File: config.mk
export PLATFORM = sky130hd
export DESIGN_NAME = count_sequencer
export DESIGN_NICKNAME = d
export VERILOG_FILES = /design/src/rtl/count_sequencer.sv
export SDC_FILE = /design/constraint.sdc
export NUM_CORES = 1
export LEC_CHECK = 0
export BUFFER_PORTS_ARGS = -buffer_cell sky130_fd_sc_hd__buf_2
export CAP_MARGIN = 10
export CORE_ASPECT_RATIO = 1.75
export CORE_MARGIN = 3
export CORE_UTILIZATION = 40
export DETAILED_ROUTE_END_ITERATION = 10
export PLACE_DENSITY = 0.54
export SETUP_SLACK_MARGIN = 0.4
export SLEW_MARGIN = 15
export SYNTH_ARGS = -nofsm -noshare
export SYNTH_HDL_FRONTEND = slang
export SYNTH_SLANG_ARGS = --single-unit
File: constraint.sdc
create_clock -name clk -period 3.9 [get_ports clk]
set_input_delay 0.195 -clock clk [delete_from_list [all_inputs] [get_ports clk]]
set_output_delay 0.195 -clock clk [all_outputs]
set_load 0.05 [all_outputs]
File: src/rtl/count_sequencer.sv
// Run controller for the auto-incrementing count datapath: button conditioning,
// 1 Hz tick generation and the IDLE/RUN/PAUSE/DONE sequencing of the external counter.
module count_sequencer #(
  parameter int TICK_DIV        = 50_000_000,
  parameter int DEBOUNCE_CYCLES = 500_000,
  parameter int TARGET          = 150,
  parameter int HOLD_TICKS      = 5
) (
  input  logic       clk,
  input  logic       reset,
  input  logic       start_btn,
  input  logic       stop_btn,
  input  logic [7:0] count_value,
  output logic       cnt_clear,
  output logic       cnt_inc,
  output logic       done,
  output logic [1:0] state
);

  typedef enum logic [1:0] {
    ST_IDLE  = 2'd0,
    ST_RUN   = 2'd1,
    ST_PAUSE = 2'd2,
    ST_DONE  = 2'd3
  } state_e;

  localparam int PW = (TICK_DIV > 1) ? $clog2(TICK_DIV) : 1;
  localparam int DW = (DEBOUNCE_CYCLES > 1) ? $clog2(DEBOUNCE_CYCLES) : 1;
  localparam int HW = (HOLD_TICKS > 1) ? $clog2(HOLD_TICKS) : 1;

  localparam logic [PW-1:0] PRESC_MAX = PW'(TICK_DIV - 1);
  localparam logic [DW-1:0] DEB_MAX   = DW'(DEBOUNCE_CYCLES - 1);
  localparam logic [HW-1:0] HOLD_MAX  = HW'(HOLD_TICKS - 1);
  localparam logic [7:0]    TARGET_V  = 8'(TARGET);

  // Button path, bit 0 = start, bit 1 = stop.
  logic [1:0]    sync1_q, sync2_q;
  logic [1:0]    level_q, level_d;
  logic [1:0]    level_dly_q;
  logic [1:0]    ev_q, ev_d;
  logic [DW-1:0] deb_q [2];
  logic [DW-1:0] deb_d [2];

  logic          start_ev, stop_ev;

  state_e        state_q, state_d;
  logic [PW-1:0] presc_q, presc_d;
  logic [HW-1:0] hold_q, hold_d;
  logic          clear_q, clear_d;
  logic          inc_q, inc_d;
  logic          active, tick;

  // Debounce counter runs while the synchronized level disagrees with the
  // accepted level; any return to agreement restarts it.
  always_comb begin
    level_d = level_q;
    for (int i = 0; i < 2; i++) begin
      deb_d[i] = '0;
      if (sync2_q[i] != level_q[i]) begin
        if (deb_q[i] == DEB_MAX) begin
          level_d[i] = sync2_q[i];
        end else begin
          deb_d[i] = deb_q[i] + 1'b1;
        end
      end
    end
    ev_d = level_q & ~level_dly_q;
  end

  always_ff @(posedge clk or posedge reset) begin
    if (reset) begin
      sync1_q     <= '0;
      sync2_q     <= '0;
      level_q     <= '0;
      level_dly_q <= '0;
      ev_q        <= '0;
      for (int i = 0; i < 2; i++) deb_q[i] <= '0;
    end else begin
      sync1_q     <= {stop_btn, start_btn};
      sync2_q     <= sync1_q;
      level_q     <= level_d;
      level_dly_q <= level_q;
      ev_q        <= ev_d;
      for (int i = 0; i < 2; i++) deb_q[i] <= deb_d[i];
    end
  end

  assign start_ev = ev_q[0];
  assign stop_ev  = ev_q[1];

  // Strobes to the datapath are fire-and-forget: registered, one cycle wide,
  // never simultaneous, and the counter must act on every one it sees.
  always_comb begin
    state_d = state_q;
    presc_d = presc_q;
    hold_d  = hold_q;
    clear_d = 1'b0;
    inc_d   = 1'b0;
    active  = (state_q == ST_RUN) || (state_q == ST_DONE);
    tick    = active && (presc_q == PRESC_MAX);

    // PAUSE leaves the prescaler untouched so a resume finishes the partial period.
    if (active) begin
      presc_d = tick ? '0 : presc_q + 1'b1;
    end else if (state_q == ST_IDLE) begin
      presc_d = '0;
    end

    if (stop_ev) begin
      state_d = ST_IDLE;
      clear_d = 1'b1;
    end else if (start_ev) begin
      case (state_q)
        ST_IDLE, ST_DONE: begin
          state_d = ST_RUN;
          clear_d = 1'b1;
          presc_d = '0;
        end
        ST_RUN:   state_d = ST_PAUSE;
        ST_PAUSE: state_d = ST_RUN;
        default:  state_d = ST_IDLE;
      endcase
    end else if (tick) begin
      if (state_q == ST_RUN) begin
        if (count_value == TARGET_V) begin
          state_d = ST_DONE;
          hold_d  = '0;
        end else begin
          inc_d = 1'b1;
        end
      end else if (state_q == ST_DONE) begin
        if (hold_q == HOLD_MAX) begin
          state_d = ST_IDLE;
          clear_d = 1'b1;
        end else begin
          hold_d = hold_q + 1'b1;
        end
      end
    end
  end

  always_ff @(posedge clk or posedge reset) begin
    if (reset) begin
      state_q <= ST_IDLE;
      presc_q <= '0;
      hold_q  <= '0;
      clear_q <= 1'b0;
      inc_q   <= 1'b0;
    end else begin
      state_q <= state_d;
      presc_q <= presc_d;
      hold_q  <= hold_d;
      clear_q <= clear_d;
      inc_q   <= inc_d;
    end
  end

  assign cnt_clear = clear_q;
  assign cnt_inc   = inc_q;
  assign done      = (state_q == ST_DONE);
  assign state     = state_q;

endmodule
Word-level counts from Yosys, hierarchy flattened. Index checks and enable logic that the tools add are counted.

Shift operators: 0. Equal/unequal tests: 13. Bitwise logic cells: 4. Magnitude comparators: 0. Multiplexer cells: 34. $add $sub $neg: 4. Reductions and logical operators: 13. Multipliers: 0. Divide/modulo/power cells: 0.

Operators by type and width (count): $mux W26 (6); $mux W19 (4); $add A19 B1 Y19 const B (2); $eq A19 B19 Y1 const B (2); $add A26 B1 Y26 const B (1); $eq A26 B26 Y1 const B (1); $mux W2 (7); $mux W1 (12); $mux W3 (4); $eq A8 B8 Y1 const B (1); $reduce_bool A4 Y1 (2); $reduce_and A6 Y1 (1); $eq A2 B2 Y1 const B (2); $ne A4 B3 Y1 const B (1); $pmux W2 S2 (1); $reduce_and A2 Y1 (2); $reduce_and A4 Y1 (1); $add A3 B1 Y3 const B (1); $eq A3 B3 Y1 const B (1); $reduce_bool A3 Y1 (1); $reduce_or A3 Y1 (1); $and A2 B2 Y2 (1); $eq A2 B1 Y1 const B (1); $logic_not A2 Y1 (1); other kinds (9) (11).

Memories: 0. Bits in latches: 0. Logic and storage cells: 81. Register bits after elaboration: 81. Bits in read-only memories: 0. Output and inout bits: 5. Memory bits (writable): 0.

Depth between registers and ports, before layout. Gate-level depths: netlist of run 1.

Depth after elaboration: 8. Depth in mapped cells: 9.

Worst setup path before layout of run 1. OpenSTA, ideal clock, no wires.

Kind: reg2reg. From: register state_q[0], in the netlist state[0]. To: register hold_q[0]. Stages on the path, launching flop included: 7. Setup slack: 1191 ps. Setup time: 127 ps. Clock period less this slack: 2709 ps. Buffers on the path: 0. Data arrival time: 2581 ps. Path through: dfrtp_1 ha_1 nor2_2 nand4b_1 nor4_4 nand4_2 mux2_1.

Longest elaborated chain between the ends: 4. Elaborated cells between the ends (all ways): 9. Classes of those cells: eq/ne: 4; mux: 1; reduce/logical: 4.

Ends and longest elaborated chain: from (decl) (RTL line 46) `state_e state_q, state_d;`; from (signal assigned) (RTL line 150) `state_q <= state_d;`; $eq A2 B2 Y1 *; named net done (RTL line 16) `output logic done,`; $logic_or A1 B1 Y1 (RTL line 99) `active = (state_q == ST_RUN) || (state_q == ST_DONE);`; $logic_and A1 B1 Y1 (RTL line 100) `tick = active && (presc_q == PRESC_MAX);`; $reduce_and A6 Y1 (no source line) *; to (signal assigned) (RTL line 152) `hold_q <= hold_d;`; to (decl) (RTL line 48) `logic [HW-1:0] hold_q, hold_d;`.

The timed path passes the listed nets; every way through them passes the cells marked *. A chain may end at the register's enable or synchronous reset.

Worst setup path in the final report of run 1.
From: register state_q[1], in the netlist state[1]. To: register state_q[0], in the netlist state[0].

Longest elaborated chain between the ends: 5. Elaborated cells between the ends (all ways): 17. Classes of those cells: eq/ne: 4; mux: 5; reduce/logical: 8.

Ends and longest elaborated chain: $eq A2 B2 Y1 (tied with other cells) (RTL line 99, 113, 131); $reduce_or A3 Y1 (no source line) (tied with other cells); $pmux W2 S2 (tied with other cells) (RTL line 113) `case (state_q)`; $mux W2 or $reduce_bool A3 Y1 (tied branches); $mux W2 or $reduce_and A4 Y1 (tied branches).

Several ways; a longest one is shown, not always the timed one. The select of a mux whose other input is x is not followed.

==> parameters.txt, run 1 <==
Parameter                              Value

Floorplan
  Die height    142 µm
  Ports placed on the boundary    17
  Die outline area    around 12000 µm²
  Number of placement rows    about 50
  Core region area    around 10000 µm²
  Starting density of the core    around two fifths
  Floorplan die width    approximately 84 µm

Logic synthesis
  Post-synthesis instance total    ~430
  Post-Synth Adder-Cell Area    under 10%
  Share of cell area taken by muxes after synthesis    roughly 2%
  Simple-gate portion of the synthesized area    between 20% and 30%
  Share of flip-flops with an asynchronous set or reset after synthesis    100%
  Dominant synthesized flop cell    sky130_fd_sc_hd__dfrtp_1
  Number of warnings issued by yosys    0
  Sequential fraction of the synthesis area    47.8%
  EDFF count, synth    0
  Flip-flop and latch count after synthesis    81
  Synthesized-area fraction occupied by ao, oa, aoi and oai cells    8.71%
  Leading cell types by total area after synthesis    sky130_fd_sc_hd__dfrtp_1 (48%), sky130_fd_sc_hd__nor2_1 (5.0%), sky130_fd_sc_hd__a31oi_1 (4.6%)
  Unique masters post-synth    50
  Most area-hungry cell type in the Yosys netlist    sky130_fd_sc_hd__dfrtp_1
  Mapped Nets    between 400 and 500
  Combinational family with the most area after synthesis    simple AND/OR/NAND/NOR gates
  Post-synthesis share of cell area spent on xor and xnor gates    roughly 7.4%
  Mean cell area of the mapped netlist    roughly 9.8 µm²
  Post-Synthesis Cell Area    around 4200 µm²
  Yosys top cell area share    between 40% and 50%

Detailed routing
  Via density per instance    around 5.7
  Post-detailed-route count of antenna-violating nets    0
  Total number of vias    about 3300
  Detail-routed net length per standard cell    15.9 µm
  Drt drc    0
  First-iteration detailed-routing DRC count    151
  Detailed Routing Iterations Pass 1    4
  Final WL    9.11 mm

STA
  Max Clock Skew    0.00780 ns
  Endpoints failing hold    0
  Max Fclk    367 MHz
  Final-report setup violation count    0
  Sum of negative setup slack    0 ns
  Slew at the pin closest to its max-slew limit    between 0.9 and 1 ns
  Headroom to the max-slew limit    about 38%
  Fin crit share    a little over two thirds
  Unrepaired setup endpoints after global routing    no
  Slew Viols, Final    0
  Minimum clock period    approximately 2.7 ns

Clock tree
  Clock-pin slew on the worst setup and hold paths    around 0.070 ns
  Skew-Pair Late Insertion Delay    0.33 ns
  PostCTS Resize Cnt    0
  CTS Buffer Depth    2
  Clock tree from TritonCTS    done
  # Post-CTS Setup Buffers    0
  Number of buffers created by CTS    9
  Root buffer cell    sky130_fd_sc_hd__clkbuf_16
  H-tree levels    3
  Clock net sink count    roughly 80

Worst setup path
  CP Data Arrival Time    about 3 ns
  Largest stage delay on the critical path    between 0.5 and 0.6 ns
  Endpoint required time on the critical path    roughly 4.2 ns
  Worst Path Max Fanout    45
  Sort of element at the start of the critical path    flop
  Critical path cell sequence    inv_1, ha_1, nor2_2, nor3b_1, nand4_4, or3_1, a31oi_1
  CP max-delay cell    sky130_fd_sc_hd__or3_1
  Critical setup path kind    reg2reg
  Crit path from    state[1]
  Critical path endpoint category    flop
  Reg-to-reg critical path startpoint    state[1]

Layout
  Most common cell after layout, fill and taps aside    sky130_fd_sc_hd__dfrtp_1
  Number of nets in the layout    around 460
  Antenna diodes    0
  Commonest cells after routing, fill and taps aside    sky130_fd_sc_hd__dfrtp_1 (81), sky130_fd_sc_hd__nor2_1 (56), sky130_fd_sc_hd__a31oi_1 (31)
  Layout area overhead    11.6%
  Combined flip-flop and latch cell area    between 2000 and 2500 µm²
  Fillers    just under 1000
  Area occupied by multi-input gates    between 2000 and 2500 µm²
  Finished Core Util    a little under half
  Ratio of cells with drive above 1 in the final layout    approximately an eighth
  Final standard cell count with taps included and fillers excluded    between 500 and 600

Global route
  GRT Util Overall    16.3%
  Pin count of the biggest net entering global routing    55
  Global-route wire length before repair    15.8 mm
  Sum of overflow across all layers after global routing    0
  Initial antenna violation count    0
  Vias in the first global route    ~3300

Placed design
  PortBufs    16
  Routability congestion estimate from global placement    between 0.7 and 0.8
  Placed wire-length estimate    approximately 6.2 mm
  Placed Instances    557

Hold path
  Worst hold-check path type    in2async

Power and ir drop
  Max IR drop VDD    239 µV
  Leakage    2.11 nW
  Power density normalized to cell area    ~370 nW/µm²
  Power, Total    between 1.5 and 2 mW

Status
  Result of the run    finished clean

Run
  Max-cap violations    0
[through the flow]
stage	hold slack [ns]	instance area [µm²]	setup WS [ns]
after floorplan	0.226	4240	1.19
after global placement	0.305	4420	1.26
after detailed placement	0.304	4420	1.19
after CTS	0.0751	4730	1.15
after global routing	0.109	4730	0.904
final	0.0473	4730	1.17
[worst max-delay path: cells and delay by family, from the launching register on]
| family | cells | cell delay (ns) |
|---|---|---|
| adder cells (fa/ha/maj) | 1 | 0.32 |
| AO/OA/AOI/OAI | 1 | 0.18 |
| AND/OR/NAND/NOR | 4 | 1.65 |
| flip-flops | 1 | 0.41 |
| buffers and inverters | 1 | 0.09 |
[metal layers]
layer / global-route usage, % / up-vias / part of all wire [%]
li1: - / 1600 / -
met1: 18.6 / 1608 / 42
met2: 29.3 / 49 / 54
met3: 3.01 / 18 / 1.8
met4: 7.29 / 0 / 2.5
met5: 0 / - / 0
[registers in the layout, indices dropped and copies added (netlist names)]
register     count
level_q          2
deb_q           38
presc_q         26
sync2_q          2
cnt_clear        1
sync1_q          2
cnt_inc          1
level_dly_q      2
hold_q           3
ev_q             2
state            2
[report_power, final]
group,switching [mW],internal (mW)
combinational,0.0289,0.0129
clock,0.344,0.494
sequential,0.00603,0.847
total,0.379,1.35
[logic make-up (layout without fill, tap and decap cells)]
family          after synthesis  in the layout
compound gates               52             52
buf+inv                      35             51
mux                           8              8
fa+ha+maj                     9              9
flops                        81             81
simple gates                210            210
xor+xnor                     36             36
[path summary, 6_finish.rpt]
| check | end | slack [ns] | cells past startpoint |
|---|---|---|---|
| worst max-delay path | state[0] | 1.17 | 7 |
| worst min-delay path | deb_q[5] | 0.05 | 2 |
| worst max register to register | state[0] | 1.17 | 7 |
| worst min register to register | sync2_q[0] | 0.35 | 0 |
| max in group asynchronous | level_dly_q[1] | 2.95 | 3 |
| min in group clk | state[1] | 0.29 | 5 |
[cell usage after synthesis, drive strengths merged, types with 11 or more instances]
| library cell | n |
|---|---|
| inv | 15 |
| a31oi | 31 |
| and3 | 16 |
| nor2 | 58 |
| dfrtp | 81 |
| nand3 | 25 |
| nand2 | 24 |
| nand4 | 24 |
| xnor2 | 15 |
| xor2 | 21 |
| buf | 11 |
[timing repair]
action,CTS,global route
setup endpoints to repair,0,0
hold buffers,2,0
hold endpoints to repair,2,0
[layout make-up]
| type | count | area share [%] |
|---|---|---|
| repair buffers | 21 | 2.59 |
| well taps | 127 | 3.36 |
| flip-flops and latches | 81 | 42.8 |
| clock inverters | 6 | 1.48 |
| inverters | 15 | 1.22 |
| multi-input cells | 315 | 43.7 |
| clock buffers | 9 | 4.76 |
No activity file was read; power rests on OpenSTA's default activity.
==> run 2: changes to the inputs <==
Settings changed: PLACE_DENSITY 0.54 to 0.56.
Clock period 3.9 ns to 2.4 ns, I/O delays scaled along.
==> run 2 against run 1 <==
  * Critical path depth is the same
  * Fmax rose by 38%
  * Worst setup slack worse by 0.75 ns
  * Sequential power is 63% higher
  * Hold slack better by 0.17 ns
  * Design area increased by 8.2%
  * Flip-flop and latch count unchanged
  * Non-clock buffer count is 24 higher
  * Via count rose by 6.8%
  * Combinational power increased by 73%
  * Cell count is 4.7% higher
  * Critical path type unchanged
  * Largest power group is now clock
==> parameters.txt, run 2 (synthesis gave the netlist of run 1 again) <==
Parameter                              Value

Worst setup path
  Reg2Reg Capture Point    presc_q[25]
  Crit path from    state[0]
  Critical path endpoint category    flop
  Endpoint required time on the critical path    around 2.6 ns
  Worst Path Max Fanout    8
  Endpoint of the most critical setup path    presc_q[25]
  Reg2Reg Setup Slack    0.42 ns
  Sort of element at the start of the critical path    flop
  Path depth of the worst reg2reg path    7
  Critical setup path kind    reg2reg
  Reg-to-reg critical path startpoint    state[0]
  CP Data Arrival Time    between 2 and 2.5 ns

Floorplan
  Number of placement rows    49
  Starting density of the core    41.1%
  Ports placed on the boundary    17
  Core region area    roughly 10000 µm²
  Die height    ~140 µm
  Floorplan die width    around 84 µm
  Die outline area    11900 µm²

Layout
  Register containing the most flip-flops in the final layout    deb_q
  Most common cell after layout, fill and taps aside    sky130_fd_sc_hd__dfrtp_1
  Layout area overhead    20.8%
  Number of flip-flops in the largest register    38
  Antenna diodes    0
  Final standard cell count with taps included and fillers excluded    approximately 600
  Number of nets in the layout    490
  Largest registers    deb_q (38), presc_q (26), hold_q (3)
  Commonest cells after routing, fill and taps aside    sky130_fd_sc_hd__dfrtp_1 (78), sky130_fd_sc_hd__nor2_1 (56), sky130_fd_sc_hd__a31oi_1 (31)
  Post-route cell area    approximately 5100 µm²
  Ratio of cells with drive above 1 in the final layout    between 20% and 30%
  Fillers    about 980

Run
  Max-cap violations    0

Global route
  Sum of overflow across all layers after global routing    0
  Global-route wire length before repair    17.0 mm
  GRT Util Overall    between 15 and 20%
  Vias in the first global route    3537
  Initial antenna violation count    0
  Pin count of the biggest net entering global routing    82

Clock tree
  Clock net sink count    81
  Number of buffers created by CTS    9
  Skew-Pair Late Insertion Delay    0.34 ns
  H-tree levels    3
  Clock-pin slew on the worst setup and hold paths    around 0.06 ns
  CTS Buffer Depth    2
  Root buffer cell    sky130_fd_sc_hd__clkbuf_16
  Clock tree from TritonCTS    done

Power and ir drop
  Power density normalized to cell area    ~600 nW/µm²
  Leakage    2.28 nW
  Max IR drop VDD    around 410 µV
  Sw Share    between 20 and 25%
  Clock share of power    around 52%
  Combinational power share    approximately 2.4%
  Sw Pwr    621 µW
  Cell Int Power    between 2 and 2.5 mW
  Sequential Power Share    between 40% and 50%

Detailed routing
  First-iteration detailed-routing DRC count    approximately 290
  Total number of vias    between 3000 and 4000
  Drt drc    0
  Via density per instance    just under 6
  Detailed Routing Iterations Pass 1    8
  Final WL    a little over 10 mm
  Post-detailed-route count of antenna-violating nets    0
  Detail-routed net length per standard cell    between 15 and 20 µm

STA
  Minimum clock period    just under 2 ns
  Headroom to the max-slew limit    about two thirds
  Max Clock Skew    slightly above 0.007 ns
  Sum of negative setup slack    0 ns
  Final-report setup violation count    0
  Fin crit share    between 80 and 90%
  Endpoints failing hold    0
  Slew at the pin closest to its max-slew limit    0.523 ns
  Max Fclk    around 500 MHz
  Slew Viols, Final    0
  Unrepaired setup endpoints after global routing    yes

Hold path
  Worst hold-check path type    in2reg

Placed design
  Cell area reported after detailed placement    roughly 4500 µm²
  Placed Instances    568
  PortBufs    16
  Routability congestion estimate from global placement    roughly 0.84
  Placed wire-length estimate    6.58 mm

Status
  Result of the run    finished clean
-- run 2: how the worst min path moves through the flow --
stage | startpoint | to | slack, ns | cells past startpoint
2_1_floorplan | start_btn | sync1_q[0] | 0.15 | 0
3_3_place_gp | stop_btn | sync1_q[1] | 0.23 | 1
4_1_cts | count_value[5] | state[0] | 0.22 | 5
6_report | count_value[5] | state[0] | 0.22 | 5
5_1_grt | count_value[6] | state[0] | 0.26 | 5
3_5_place_dp | stop_btn | sync1_q[1] | 0.23 | 1
-- run 2: per-stage QoR --
stage / hold slack, ns / util [%] / worst slack [ns] / power, mW
after CTS: 0.220 / 48.9 / 0.402 / 3.10
final: 0.220 / 49.7 / 0.419 / 3.07
after global routing: 0.261 / 49.7 / 0.347 / 3.18
after detailed placement: 0.229 / 44.1 / 0.219 / 1.48
after global placement: 0.230 / 44.1 / 0.216 / 1.48
after floorplan: 0.151 / - / 0.303 / 1.46
-- run 2: final cells by class --
cell class	count	area [µm²]	area share [%]
Inverter	15	60.1	1.17
Clock inverter	5	103	2.00
Sequential cell	81	2030	39.7
Timing Repair Buffer	45	323	6.31
Tap cell	127	159	3.10
Clock buffer	11	243	4.74
Multi-Input combinational cell	317	2200	43.0
-- run 2: critical path, stage by stage, from the launching register on --
cell and delay, ns:
sky130_fd_sc_hd__dfrtp_2 0.46, sky130_fd_sc_hd__inv_1 0.13, sky130_fd_sc_hd__ha_4 0.23, sky130_fd_sc_hd__nor3_4 0.35
sky130_fd_sc_hd__nor4_2 0.08, sky130_fd_sc_hd__buf_4 0.18, sky130_fd_sc_hd__a31o_2 0.22, sky130_fd_sc_hd__a22o_1 0.21
-- run 2: per-layer routing --
metal	GRT usage, %	share of wire [%]
met5	0	0
met4	10.2	4.2
met3	3.59	2.9
met2	31.4	55
met1	19.7	38
-- run 2: power groups by stage --
stage / Combinational (mW) / Sequential (mW) / Clock (mW)
global route: 0.0843 / 1.39 / 1.71
global placement: 0.0702 / 1.41 / 0
finish: 0.0725 / 1.39 / 1.61
CTS: 0.0754 / 1.39 / 1.64
floorplan: 0.0471 / 1.41 / 0
detailed placement: 0.0712 / 1.41 / 0
-- run 2: repair_timing --
item,in CTS,in global routing
hold buffers,3,0
setup endpoints to repair,29,28
resized for setup,10,10
pin swaps,2,4
setup buffers,8,3
cloned,2,1
endpoints found under the hold margin,83,0
==> run 3: changes to the inputs <==
Settings changed: PLACE_DENSITY 0.56 to 0.54.
Clock period 2.4 ns to 2 ns, I/O delays scaled along.
==> run 3 against run 2 <==
  * Global-route usage rose by 1.9 points
  * Highest routed layer unchanged
  * The flow now finishes with violations (setup timing)
  * Design area grew 18%
  * Critical endpoint unchanged
  * Power up 16%
  * Fmax down 2.3%
  * Die area unchanged
  * Clock power grew 9.9%
==> parameters.txt, run 3 (synthesis gave the netlist of run 1 again) <==
Parameter                              Value

Status
  Result of the run    complete, but fails checks
  Violations in the final reports    setup timing

Detailed routing
  Detailed Routing Iterations Pass 1    4
  First-iteration detailed-routing DRC count    between 200 and 300
  Detail-routed net length per standard cell    18.6 µm
  Final WL    roughly 12 mm
  Post-detailed-route count of antenna-violating nets    0
  Via density per instance    around 5.8
  Drt drc    0
  Total number of vias    3882

Global route
  Most heavily used metal layer in global routing    met2
  Sum of overflow across all layers after global routing    0
  Pin count of the biggest net entering global routing    34
  GRT Util Overall    19.6%
  Routing usage on met3    3.59%
  Vias in the first global route    ~3800
  Initial antenna violation count    0
  Met2 Usage GRT    between 30 and 40%
  Global routing usage on met1    20.9%
  Global-route wire length before repair    between 15 and 20 mm

Layout
  Antenna diodes    0
  Commonest cells after routing, fill and taps aside    sky130_fd_sc_hd__dfrtp_1 (74), sky130_fd_sc_hd__buf_4 (65), sky130_fd_sc_hd__nor2_1 (41)
  Largest registers    deb_q (38), presc_q (26), hold_q (3)
  Most common cell after layout, fill and taps aside    sky130_fd_sc_hd__dfrtp_1
  Register containing the most flip-flops in the final layout    deb_q
  Number of nets in the layout    around 560
  Ratio of cells with drive above 1 in the final layout    between 30 and 40%
  Fillers    roughly 870
  Layout area overhead    42.4%
  Number of flip-flops in the largest register    38
  Post-route cell area    around 6000 µm²

Clock tree
  Root buffer cell    sky130_fd_sc_hd__clkbuf_16
  Clock net sink count    81
  Skew-Pair Late Insertion Delay    0.34 ns
  Number of buffers created by CTS    9
  Clock-pin slew on the worst setup and hold paths    ~0.060 ns
  H-tree levels    3
  Clock tree from TritonCTS    done
  CTS Buffer Depth    2

STA
  Slew Viols, Final    0
  Final-report setup violation count    1
  Headroom to the max-slew limit    58.1%
  Fin crit share    101%
  Sum of negative setup slack    -0.0280 ns
  Final critical-path setup slack    -0.0280 ns
  Min Hold Slack    between 0.2 and 0.25 ns
  Max Fclk    493 MHz
  Minimum clock period    2.03 ns
  Unrepaired setup endpoints after global routing    yes
  Slew at the pin closest to its max-slew limit    0.628 ns
  Endpoints failing hold    0
  Max Clock Skew    0.0115 ns

Placed design
  Placed wire-length estimate    a little over 7 mm
  Worst-case setup slack after placement    roughly 0.012 ns
  PortBufs    16
  Cell area reported after detailed placement    4780 µm²
  Routability congestion estimate from global placement    between 0.8 and 0.9

Floorplan
  Core region area    between 10000 and 15000 µm²
  Floorplan die width    83.8 µm
  Ports placed on the boundary    17
  Die outline area    between 10000 and 15000 µm²
  Starting density of the core    between 40% and 50%
  Number of placement rows    between 40 and 50
  Die height    142 µm

Worst setup path
  Critical path cell sequence    and4_1, and3_1, nand4_1, a31o_4, a22o_1
  Buffering stage count on the worst path with inverters included    0
  Path depth of the worst reg2reg path    5
  Largest stage delay on the critical path    0.51 ns
  Cell depth of the worst setup path    5
  Critical setup path kind    reg2reg
  CP max-delay cell    sky130_fd_sc_hd__dfrtp_1
  Worst Path Max Fanout    6
  Kind of cell adding the most delay to the critical path    simple AND/OR/NAND/NOR gates
  Endpoint required time on the critical path    approximately 2.2 ns
  Critical path endpoint category    flop
  CP Data Arrival Time    2.26 ns
  Sort of element at the start of the critical path    flop

Power and ir drop
  Leakage    approximately 2.7 nW
  Power density normalized to cell area    590 nW/µm²
  Max IR drop VDD    618 µV
  Power, Total    3.56 mW

Hold path
  Worst hold-check path type    in2reg
  Cells on Worst Hold Path    5

Run
  Max-cap violations    0
==> run 3: area by class of cell <==
type	instances	area (µm²)	area share (%)
Multi-Input combinational cell	322	2490	41.3
Sequential cell	81	2040	33.8
Timing Repair Buffer	105	970	16.1
Clock buffer	13	250	4.15
Tap cell	127	159	2.63
Clock inverter	3	65.1	1.08
Inverter	15	62.6	1.04
==> run 3: path summary, 6_finish.rpt <==
path                                 from     endpoint  slack (ns)
max in group asynchronous           reset    deb_q[32]        1.02
max reg2reg                    presc_q[6]  presc_q[25]       -0.03
min                        count_value[5]     state[0]        0.21
min reg2reg                    sync1_q[1]   sync2_q[1]        0.35
max                            presc_q[6]  presc_q[25]       -0.03
min in group asynchronous           reset  presc_q[13]        0.39
==> run 3: report_power, final <==
part	total [mW]	switching (mW)	internal, mW
combinational	0.126	0.0724	0.0536
clock	1.77	0.639	1.13
sequential	1.67	0.0153	1.65
total	3.56	0.727	2.83
==> run 3: what timing repair did <==
action	4_1_cts	5_1_grt
endpoints found under the hold margin	26	0
hold buffers	3	0
buffers inserted	25	18
endpoints found under the setup margin	70	71
pin swaps	22	50
cloned	6	8
gates resized for setup	31	54
==> run 3: layer usage <==
layer	vias up	part of all wire [%]
met4	0	7.0
met2	134	53
met3	57	3.9
li1	1793	-
met1	1898	36
met5	-	0
==> run 3: worst min-delay path: cells and delay by family <==
kind,cells,cell delay [ns]
AO/OA/AOI/OAI,1,0.08
AND/OR/NAND/NOR,3,0.26
buffers and inverters,1,0.07
==> run 3: through the flow <==
stage          utilization, %  cells
6_report                 58.6    666
5_1_grt                  58.6    666
4_1_cts                  54.0    640
2_1_floorplan               -    431
3_5_place_dp             46.4    590
3_3_place_gp             46.4    590
